$ cat src/rtl/hv_mon_pkg.sv
// Shared types and constants for the HV hold-enable pulse monitor.
package hv_mon_pkg;

    // Width of the sub-second remainder counter; holds 0..CLK_HZ-1 for CLK_HZ up to 2^27.
    localparam int SUB_W = 27;

    // Seconds counter ceiling; the count sticks here instead of wrapping.
    localparam logic [7:0] SEC_MAX = 8'd255;

    // Measurement FSM states.
    typedef enum logic [1:0] {
        WAIT_LOW,   // wait for the line to be seen low before arming
        IDLE,       // armed, waiting for a rising edge
        MEAS,       // pulse in progress, counting high samples
        REPORT      // pulse ended, publish result and check short
    } state_t;

endpackage

$ cat src/rtl/hv_hold_monitor_sec_tick_counter.sv
// Seconds/remainder counter for the pulse-width measurement.
// A clear loads a count of one because the cycle that starts a pulse is itself a high sample.
module sec_tick_counter
    import hv_mon_pkg::*;
#(
    parameter int CLK_HZ = 100_000_000
) (
    input  logic             clk_hvm,
    input  logic             rst_hvm,
    input  logic             clear,
    input  logic             enable,
    output logic [SUB_W-1:0] sub,
    output logic [7:0]       sec,
    output logic             sat
);

    localparam logic [SUB_W-1:0] SUB_LAST = SUB_W'(CLK_HZ - 1);

    // Count high samples: remainder wraps at CLK_HZ and carries into a saturating seconds count.
    always_ff @(posedge clk_hvm or posedge rst_hvm) begin
        if (rst_hvm) begin
            sub <= '0;
            sec <= '0;
        end else if (clear) begin
            sub <= SUB_W'(1);
            sec <= '0;
        end else if (enable) begin
            if (sub == SUB_LAST) begin
                sub <= '0;
                if (sec != SEC_MAX) begin
                    sec <= sec + 8'd1;
                end
            end else begin
                sub <= sub + SUB_W'(1);
            end
        end
    end

    // Seconds have reached the ceiling; the remainder keeps running underneath.
    assign sat = (sec == SEC_MAX);

endmodule

$ cat src/rtl/hv_hold_monitor.sv
// Receive-side checker for the HV hold-enable line: measures each high pulse
// in seconds plus remainder cycles and flags pulses that are short, long or
// saturated against the commanded hold time. TOL_CYC must be below CLK_HZ and
// MIN_CYC must not exceed CLK_HZ.
module hv_hold_monitor
    import hv_mon_pkg::*;
#(
    parameter int CLK_HZ  = 100_000_000,
    parameter int TOL_CYC = 1_000,
    parameter int MIN_CYC = 4
) (
    input  logic             clk_hvm,
    input  logic             rst_hvm,
    input  logic             hv_in,
    input  logic [7:0]       expected,
    input  logic             clr_flt,
    output logic             hv_active,
    output logic             meas_valid,
    output logic [7:0]       meas_sec,
    output logic [SUB_W-1:0] meas_sub,
    output logic             hv_short,
    output logic             hv_long,
    output logic             hv_sat,
    output logic [7:0]       glitch_cnt
);

    // Remainder thresholds, pre-sized to the counter width.
    localparam logic [SUB_W-1:0] TOL_SUB   = SUB_W'(TOL_CYC);
    localparam logic [SUB_W-1:0] SHORT_SUB = SUB_W'(CLK_HZ - TOL_CYC);
    localparam logic [SUB_W-1:0] MIN_SUB   = SUB_W'(MIN_CYC);

    logic             sync_1;
    logic             hs;
    logic [1:0]       sync_fill;
    logic             sync_ok;
    state_t           state;
    logic [7:0]       exp_q;
    logic [SUB_W-1:0] sub;
    logic [7:0]       sec;
    logic             sat;
    logic             cnt_clear;
    logic             cnt_enable;
    logic             long_hit;
    logic             short_hit;
    logic             is_glitch;

    // Two-flop synchronizer for the asynchronous line, plus a fill marker that
    // says when hs reflects the real line rather than the reset value.
    always_ff @(posedge clk_hvm or posedge rst_hvm) begin
        if (rst_hvm) begin
            sync_1    <= 1'b0;
            hs        <= 1'b0;
            sync_fill <= 2'b00;
        end else begin
            // NOTE: non-blocking assignments make each flop sample the old value of
            // the previous one, which is what gives a true two-stage pipeline.
            sync_1    <= hv_in;
            hs        <= sync_1;
            sync_fill <= {sync_fill[0], 1'b1};
        end
    end

    assign sync_ok = sync_fill[1];

    // In IDLE the line is known to have been low, so a high sample is a rising edge;
    // in MEAS a low sample is the falling edge.
    assign cnt_clear  = (state == IDLE) && hs;
    assign cnt_enable = (state == MEAS) && hs;

    sec_tick_counter #(
        .CLK_HZ (CLK_HZ)
    ) u_sec_tick_counter (
        .clk_hvm (clk_hvm),
        .rst_hvm (rst_hvm),
        .clear   (cnt_clear),
        .enable  (cnt_enable),
        .sub     (sub),
        .sec     (sec),
        .sat     (sat)
    );

    // Long: this high sample takes the count from nominal+TOL to nominal+TOL+1.
    // Firing on that exact sample keeps a later clear effective while the line stays high.
    assign long_hit = (exp_q != 8'd0) && hs && (sec == exp_q) && (sub == TOL_SUB);

    // Short: count below nominal-TOL, derived from sec/sub so no multiplier is needed.
    assign short_hit = (exp_q != 8'd0) &&
                       ((sec < (exp_q - 8'd1)) ||
                        ((sec == (exp_q - 8'd1)) && (sub < SHORT_SUB)));

    // Glitch: fewer than MIN_CYC high samples in the whole pulse.
    assign is_glitch = (sec == 8'd0) && (sub < MIN_SUB);

    // Measurement FSM with registered status outputs and sticky fault flags.
    always_ff @(posedge clk_hvm or posedge rst_hvm) begin
        if (rst_hvm) begin
            // NOTE: every register here is a plain flop with no storage array behind
            // it, so all of them get an explicit reset value.
            state      <= WAIT_LOW;
            exp_q      <= '0;
            hv_active  <= 1'b0;
            meas_valid <= 1'b0;
            meas_sec   <= '0;
            meas_sub   <= '0;
            hv_short   <= 1'b0;
            hv_long    <= 1'b0;
            hv_sat     <= 1'b0;
            glitch_cnt <= '0;
        end else begin
            meas_valid <= 1'b0;

            // NOTE: the clear is written before the case so that any flag set below,
            // being the later non-blocking assignment, wins in the same cycle.
            if (clr_flt) begin
                hv_short <= 1'b0;
                hv_long  <= 1'b0;
                hv_sat   <= 1'b0;
            end

            case (state)
                WAIT_LOW: begin
                    if (sync_ok && !hs) begin
                        state <= IDLE;
                    end
                end

                IDLE: begin
                    if (hs) begin
                        state     <= MEAS;
                        exp_q     <= expected;
                        hv_active <= 1'b1;
                    end
                end

                MEAS: begin
                    if (sat) begin
                        hv_sat <= 1'b1;
                    end
                    if (long_hit) begin
                        hv_long <= 1'b1;
                    end
                    if (!hs) begin
                        state     <= REPORT;
                        hv_active <= 1'b0;
                    end
                end

                REPORT: begin
                    state <= IDLE;
                    if (is_glitch) begin
                        glitch_cnt <= glitch_cnt + 8'd1;
                    end else begin
                        meas_sec   <= sec;
                        meas_sub   <= sub;
                        meas_valid <= 1'b1;
                        if (short_hit) begin
                            hv_short <= 1'b1;
                        end
                    end
                end

                default: begin
                    state <= WAIT_LOW;
                end
            endcase
        end
    end

endmodule
$ cat config.mk
export PLATFORM = sky130hd
export DESIGN_NAME = hv_hold_monitor
export DESIGN_NICKNAME = d
export VERILOG_FILES = /design/src/rtl/hv_mon_pkg.sv /design/src/rtl/hv_hold_monitor_sec_tick_counter.sv /design/src/rtl/hv_hold_monitor.sv
export SDC_FILE = /design/constraint.sdc
export NUM_CORES = 1
export LEC_CHECK = 0
export CAP_MARGIN = 20
export CORE_UTILIZATION = 56
export DETAILED_ROUTE_END_ITERATION = 6
export PLACE_DENSITY = 0.87
export SLEW_MARGIN = 20
export SYNTH_ARGS = -nofsm -noshare
export SYNTH_HDL_FRONTEND = slang
export SYNTH_HIERARCHICAL = 1
export SYNTH_SLANG_ARGS = --single-unit
$ cat constraint.sdc
create_clock -name clk_hvm -period 3.64 [get_ports clk_hvm]
set_input_delay 0.546 -clock clk_hvm [delete_from_list [all_inputs] [get_ports clk_hvm]]
set_output_delay 0.546 -clock clk_hvm [all_outputs]
set_load 0.01 [all_outputs]
==> metrics.cfg <==
[cts]
root_buffer=clkbuf_8
ctsResizeCount=0
hold_buffers=0
cts_num_sinks=97
cts_tree=built
h-tree-depth=3
clock_latency_ps=370
path_clk_slew_ps=100
clock_tree.buffer_depth=2
numCtsBuffers=9
cts_setup_buffers=0

[sta]
fin_crit_ps=2680
rsz0062_at_grt=no
setup_viol_count_final=0
fmaxAchievable_mhz=373
maxSlewViolCount=0
totalNegativeSetupSlack_ps=0
tightest_slew_ps=900
hold_violations=0
fin_skew_ps=11.3
final_min_period_over_clock_period_pct=73.6
max_slew_margin_pct=39.9

[synthesis]
syn_area_um2=5040
synth_cell_types=59
synth-seq-area-share_pct=48.2
ys_warn_count=6
syn_inst=473
async_flop_share_pct=100
ys_seq_elements=97
synth-edff-count=0
avgSynthCellArea_um2=10.7
ys.flop_type=dfrtp_1
syn_nets=502

[power_and_ir_drop]
powerDensity_nw_per_um2=498
netSwitchingPower_mw=1.00
p_comb_share_pct=29.4
peakVddDrop_v=0.000232
leakage_nw=2.62
p_clk_share_pct=24.2
switching_share_pct=34.0
totalPowerFinal_mw=2.95
internal_power_mw=1.95
pwr-share-seq_pct=46.4

[die]
coreArea_um2=8720
die_w_um=96.9
num_rows=34
start_util_pct=57.8
die_area_um2=9380
die_y_um=96.9
io_pins=60

[global_routing]
grt_use_total_pct=25.9
gr-total-overflow=0
antenna_found_initial=0
grt_max_degree=42
grt_pass1_vias=3977
grt_pass1_wl_um=19500

[layout]
final_cell_area_um2=5920
fill_cells=651
multi_input_area_um2=2450
diodes=0
mostFrequentLayoutCells=dfrtp_1 (97), clkdlybuf4s50_1 (59), nor2_1 (42)
area_growth_pct=17.5
regArea_um2=2430
layout.cells.most_common=dfrtp_1
final_net_count=565
drive_gt1_share_pct=13.5

[routing]
wl_per_cell_um=17.5
drc_errors=0
wl_um=11400
postRouteAntennaNets=0
vias=3893
viasPerCell=6.00
drtIter0Drc=263
drt_pass1_iterations=5

[worst_setup_path]
crit_path_max_fanout=17
cp-end-kind=flop
cp.required_ps=3870
start_kind=flop
worstSetupPathType=flop to flop
cp.arrival_ps=2910

[place]
gp_congestion=0.902
place_area_um2=5720
dpl.hpwl_um=8200
io_buffers=59

[flow_run]
max_cap_violations=0

[hold_path]
hp-class=flop to flop

[status]
status=completed

## final timing paths
check | startpoint | end | slack [ps] | depth (start not counted)
worst max-delay path | state[0] | u_sec_tick_counter/sub[11] | 960 | 8
max in group asynchronous | rst_hvm | meas_sub[22] | 2120 | 3
min in group asynchronous | rst_hvm | u_sec_tick_counter/sub[11] | 640 | 3
worst min-delay path | sync_1 | hs | 360 | 0
worst max register to register | state[0] | u_sec_tick_counter/sub[11] | 960 | 8
worst min register to register | sync_1 | hs | 360 | 0
## stage by stage
stage | std cells | setup WS [ps] | hold WS [ps] | utilization [%]
finish | 649 | 963 | 360 | 67.9
global route | 649 | 762 | 365 | 67.9
CTS | 649 | 955 | 363 | 67.9
detailed placement | 633 | 999 | 341 | 65.6
global placement | 633 | 1150 | 336 | 65.6
floorplan | 473 | 1380 | 331 | -
## power by group through the flow
stage | clock [mW] | combinational, mW | sequential, mW
after floorplan | 0 | 0.594 | 1.37
after global placement | 0 | 0.825 | 1.37
after CTS | 0.734 | 0.868 | 1.36
after detailed placement | 0 | 0.859 | 1.38
after global routing | 0.778 | 0.954 | 1.39
final | 0.712 | 0.867 | 1.37
## flip-flops by register name, summed over array words and instances, names as in the netlist, 2 cells and up
register	count
meas_sub	27
u_sec_tick_counter/sub	27
exp_q	8
glitch_cnt	8
meas_sec	8
u_sec_tick_counter/sec	8
state	2
sync_fill	2
## cell families (layout without fill, tap and decap cells)
kind of cell	after synthesis	after routing	share of synthesized area, %
AND/OR/NAND/NOR	202	202	22.2
flip-flops	97	97	48.2
AO/OA/AOI/OAI	44	44	6.31
XOR/XNOR	41	41	7.13
multiplexers	39	39	8.66
buffers and inverters	32	100	3.28
adder cells (fa/ha/maj)	17	17	4.22
other	1	1	0.0744
## final cells by class
cell class              count  share of cell area, %
inverters                  19                   1.20
flip-flops and latches     97                   41.0
clock inverters             6                   1.27
repair buffers             65                   10.7
clock buffers              10                   2.16
multi-input cells         344                   41.3
well taps                 108                   2.28
## per-layer routing
layer	routed length, um	vias up	track usage (%)
met5	0	-	0
met4	97	0	7.23
met3	671	12	6.07
met2	5640	147	43.3
met1	4960	1926	33.7
li1	-	1808	-
## worst max-delay path: stages (launching register included)
cell	delay (ps)
dfrtp_1	430
inv_1	120
ha_1	220
and2_1	140
buf_4	210
inv_1	160
nor4_4	490
or2_1	640
nor2_1	120
## synthesized netlist by cell type, types with 5 or more instances
master / number / area (um2)
o21ai_0: 9 / 45.0
and3_1: 10 / 62.6
mux2_1: 5 / 56.3
xnor2_1: 29 / 254
clkbuf_1: 5 / 18.8
dfrtp_1: 97 / 2430
nand3_1: 24 / 120
nor4_1: 10 / 62.6
inv_1: 19 / 71.3
a21oi_1: 13 / 65.1
nand2_1: 40 / 150
nor3_1: 20 / 100
xor2_1: 12 / 105
ha_1: 17 / 213
nand4_1: 16 / 100
mux2_2: 32 / 360
nor2_1: 42 / 158
Power figures use the tool's default switching activity.
